[src/rtl/softmax_div_feeder.sv]
// Softmax divider feeder: buffers one vector of exp values with their sum, streams
// x*2^16 / sum through a pipelined divider and re-tags the quotients in input order.
module softmax_div_feeder #(
  parameter int N_MAX   = 16,
  parameter int DIV_LAT = 4
) (
  input  logic        clk,
  input  logic        rst,
  input  logic        s_valid,
  output logic        s_ready,
  input  logic [15:0] s_data,
  input  logic        s_last,
  output logic        div_en,
  output logic [31:0] div_a,
  output logic [31:0] div_b,
  input  logic [31:0] div_quotient,
  input  logic        div_by_0,
  output logic        m_valid,
  output logic [31:0] m_data,
  output logic        m_last,
  output logic        m_dz
);

  localparam int AW = (N_MAX > 1) ? $clog2(N_MAX) : 1;
  localparam int CW = $clog2(N_MAX + 1);

  typedef enum logic [1:0] {LOAD, DIVIDE, DRAIN} state_t;

  state_t            state;
  logic [15:0]       buf_mem [N_MAX];
  logic [CW-1:0]     cnt;
  logic [CW-1:0]     n_len;
  logic [CW-1:0]     idx;
  logic [31:0]       sum;
  logic [DIV_LAT-1:0] tag_v;
  logic [DIV_LAT-1:0] tag_l;

  logic              accept;
  logic [31:0]       sum_next;
  logic              tag_in_v;
  logic              tag_in_l;
  logic [AW-1:0]     rd_idx;

  // NOTE: every always_comb output gets a value on every path, so no latch is inferred.
  always_comb begin
    accept   = s_valid & s_ready;
    sum_next = sum + {16'h0000, s_data};
    tag_in_v = (state == DIVIDE);
    tag_in_l = (state == DIVIDE) && (idx == n_len - 1'b1);
    rd_idx   = AW'(idx + 1'b1);
  end

  // NOTE: the element buffer has no reset; cnt alone decides which entries are live.
  always_ff @(posedge clk) begin
    if (accept) begin
      buf_mem[cnt[AW-1:0]] <= s_data;
    end
  end

  always_ff @(posedge clk) begin
    if (rst) begin
      state   <= LOAD;
      cnt     <= '0;
      n_len   <= '0;
      idx     <= '0;
      sum     <= '0;
      s_ready <= 1'b1;
      div_en  <= 1'b0;
      div_a   <= '0;
      div_b   <= '0;
      tag_v   <= '0;
      tag_l   <= '0;
      m_valid <= 1'b0;
      m_data  <= '0;
      m_last  <= 1'b0;
      m_dz    <= 1'b0;
    end else begin
      // Tags move in lock-step with the divider so stage DIV_LAT-1 matches div_quotient.
      if (div_en) begin
        tag_v <= (tag_v << 1) | DIV_LAT'(tag_in_v);
        tag_l <= (tag_l << 1) | DIV_LAT'(tag_in_l);
      end

      m_valid <= div_en & tag_v[DIV_LAT-1];
      m_last  <= tag_l[DIV_LAT-1];
      m_dz    <= div_by_0;
      m_data  <= div_by_0 ? '0 : div_quotient;

      case (state)
        LOAD: begin
          if (accept) begin
            cnt <= cnt + 1'b1;
            sum <= sum_next;
            if (s_last || (cnt == CW'(N_MAX - 1))) begin
              n_len   <= cnt + 1'b1;
              idx     <= '0;
              state   <= DIVIDE;
              s_ready <= 1'b0;
              div_en  <= 1'b1;
              // Element 0 is still being written when the vector is one element long.
              div_a   <= {(cnt == '0) ? s_data : buf_mem[0], 16'h0000};
              div_b   <= sum_next;
            end
          end
        end

        DIVIDE: begin
          if (idx == n_len - 1'b1) begin
            state <= DRAIN;
          end else begin
            idx   <= idx + 1'b1;
            div_a <= {buf_mem[rd_idx], 16'h0000};
          end
        end

        DRAIN: begin
          if (tag_l[DIV_LAT-1]) begin
            state   <= LOAD;
            s_ready <= 1'b1;
            div_en  <= 1'b0;
            cnt     <= '0;
            sum     <= '0;
            idx     <= '0;
          end
        end

        default: begin
          state <= LOAD;
        end
      endcase
    end
  end

endmodule

[config.mk]
export PLATFORM = sky130hd
export DESIGN_NAME = softmax_div_feeder
export DESIGN_NICKNAME = d
export VERILOG_FILES = /design/src/rtl/softmax_div_feeder.sv
export SDC_FILE = /design/constraint.sdc
export NUM_CORES = 1
export LEC_CHECK = 0
export BUFFER_PORTS_ARGS = -buffer_cell sky130_fd_sc_hd__buf_2
export CAP_MARGIN = 10
export CORE_MARGIN = 1.5
export CORE_UTILIZATION = 50
export CTS_BUF_LIST = sky130_fd_sc_hd__clkbuf_4 sky130_fd_sc_hd__clkbuf_8
export DETAILED_ROUTE_END_ITERATION = 8
export PLACE_DENSITY = 0.79
export SLEW_MARGIN = 10
export SYNTH_ARGS = -nofsm -noshare
export SYNTH_HDL_FRONTEND = slang
export SYNTH_SLANG_ARGS = --single-unit
[constraint.sdc]
create_clock -name clk -period 3.35 [get_ports clk]
set_input_delay 0.5025 -clock clk [delete_from_list [all_inputs] [get_ports clk]]
set_output_delay 0.5025 -clock clk [all_outputs]
set_load 0.01 [all_outputs]
==> run summary <==
Final Skew: 0.04293 ns
later-pin clock latency in the skew report: 0.65 ns
reg2reg start: idx[1]
Post-CTS Setup Bufs: 0
HP Class: in -> reg
crit path buf inv count: 1
Die W: 187.1 um
Post-synth EDFFs: 256
worst path cell trace: ha_1 -> xor2_4 -> buf_12 -> mux2i_1 -> a32oi_1 -> a31oi_1 -> a221oi_1 -> a22o_1
post-synthesis cell count: 1,337
RSZ-0062 raised after global routing: no
Port Buffers: 137
hold bufs inserted after CTS: 0
PostCTS Resize Cnt: 0
Clock Sinks: 398
via density per instance: 5.813
CP peak stage delay: 0.58 ns
Clk pin slew, worst setup/hold paths: 0.06 ns
Hold Violations, Final: 0
hold slack: 0.08378 ns
area of the mapped netlist: 16,950 sq um
outcome: finished, final reports clean
Layout Nets: 1,584
global-route wire length before repair: 62,670 um
clk root buf: clkbuf_8
WP data arrival: 3.24 ns
die height: 187.1 um
Setup crit start: idx[1]
Routed WL: 40,210 um
Placement Cell Area: 18,190 sq um
CTS tree: yes
yosys warns: 0
final critical-path required period: 2.736 ns
slowest CP cell: xor2_4
flops & latches, synth: 398
Commonest cells post-synth: edfxtp_1 (256), nand2_1 (150), dfxtp_1 (142), nor2_1 (78)
initial antenna violation count: 0
ant diodes: 0
area share of the largest cell type after synthesis: 45.37%
wire per inst: 20.07 um
crit-path max FO: 38
top cells by area, synth: edfxtp_1 (45%), dfxtp_1 (17%), mux4_2 (4.3%)
All-Layer GR Usage: 22.83%
remaining antenna violation count after routing: 0
setup violators final: 0
number of DRC markers in iteration 0: 1,139
GPL Wtd Cong: 0.8908
DRT Pass-1 Iters: 5
final std cell area, no fill: 19,550 sq um
crit-path leading delay family: compound AO/OA/AOI/OAI gates
vias in the first global route: 11.48k
grt ovf: 0
Leak: 7.168 nW
critical path launch point type: register
routed vias: 11.65k
post-synthesis sequential area ratio: 62.14%
fin. max-slew vios: 0
Cell Pwr Density: 590.4 nW/um^2
leading area contributor after synthesis: edfxtp_1
final setup TNS: 0 ns
ys async rst share: 0%
Remaining DRCs: 0
Top FF cell, synth: edfxtp_1
largest buffer count on any clock path: 3
Max Cap Viol: 0
CTS H-Tree Depth: 2
final std cells w/o fill: 2,004
die area: 35,000 sq um
critical path data required time: 3.86 ns
crit share post-route: 81.67%
post-synth cell types: 75
layout cell share with drive strength beyond 1: 23.39%
most common cell in the netlist: edfxtp_1
I/O pin cnt: 154
layout filler cell count: 2,589
slew margin rel.: 20.83%
total CTS buffers: 60
largest net degree at the start of global routing: 39
Layout area overhead: 15.37%
worst vdd ir: 0.3593 mV
Fmax: 365.5 MHz
Starting Density: 50.66%
crit path capture type: register
Placed Cells: 1,893
post-detail-place hpwl: 25,780 um
worst hold start: div_quotient[9]
row cnt: 67
area of the core: 33,450 sq um
syn avg cell area: 12.67 sq um
worst setup path category: reg -> reg
Worst-Margin Slew: 1.183 ns
## power breakdown
group	internal, mW	total (mW)	switching (mW)
clock	2.46	4.34	1.88
sequential	5.38	5.47	0.0892
combinational	0.686	1.74	1.05
total	8.53	11.5	3.02
## per-layer routing
metal	vias to the layer above	global-route usage (%)	wire length, um
met2	547	37.73	19450
met5	-	0	0
met3	67	4.503	3503
li1	5337	-	-
met1	5698	30.40	16290
met4	0	7.413	969
## registers in the layout, indices dropped and copies added, names as in the netlist, 2 cells and up
name,count
state,2
idx,5
tag_v,4
div_b,32
buf_mem,256
sum,32
tag_l,4
cnt,5
m_data,32
n_len,5
div_a,16
## per-stage QoR
step,total power [mW],util (%),worst slack [ns]
after detailed placement,7.293,54.39,0.4196
after floorplan,6.714,-,0.9803
after CTS,11.59,58.44,0.6117
after global routing,11.96,58.44,0.4753
after global placement,7.236,54.39,0.4186
final,11.54,58.44,0.6140
## final timing paths
path                                  end  slack (ns)  cells past startpoint
worst max register to register  div_a[18]        0.61                      8
worst min-delay path            m_data[9]        0.08                      2
worst max-delay path            div_a[18]        0.61                      8
worst min register to register    m_valid        0.45                      2
## worst register-to-register path, stage by stage, from the launching register on
cell,delay [ns]
dfxtp_1,0.41
ha_1,0.39
xor2_4,0.58
buf_12,0.32
mux2i_1,0.25
a32oi_1,0.08
a31oi_1,0.23
a221oi_1,0.10
a22o_1,0.27
## final cells by class
| class | instances | area, sq um | share of cell area (%) |
|---|---|---|---|
| inverter | 21 | 78.83 | 0.4032 |
| tap | 448 | 560.5 | 2.867 |
| timing repair buffer | 188 | 1106 | 5.658 |
| clock inverter | 13 | 135.1 | 0.6912 |
| multi-input combinational | 838 | 5919 | 30.28 |
| clock buffer | 98 | 1217 | 6.228 |
| sequential | 398 | 10530 | 53.87 |
## placed cells by master, fill, tap and decap left out, types with 16 or more instances in the layout
cell / n
edfxtp_1: 256
nand2_1: 150
dfxtp_1: 141
buf_2: 137
clkbuf_8: 77
nor2_1: 76
nand3_1: 55
mux2i_1: 55
and2_1: 50
a21oi_1: 49
buf_4: 48
a31oi_1: 35
mux4_2: 32
xnor2_1: 23
ha_1: 23
inv_1: 21
clkbuf_4: 21
nand2b_1: 20
a22o_1: 20
a32oi_1: 18
o21ai_0: 17
a221oi_1: 16
conb_1: 16
## kinds of logic after synthesis
family                   count (synthesis)  share of synthesized area (%)
buffers and inverters                  116                          3.485
AND/OR/NAND/NOR                        430                          12.46
multiplexers                            87                          7.502
adder cells (fa/ha/maj)                 24                          1.816
other                                    1                        0.02213
XOR/XNOR                                32                          1.698
AO/OA/AOI/OAI                          249                          10.87
flip-flops                             398                          62.14
No activity file was read; power rests on OpenSTA's default activity.
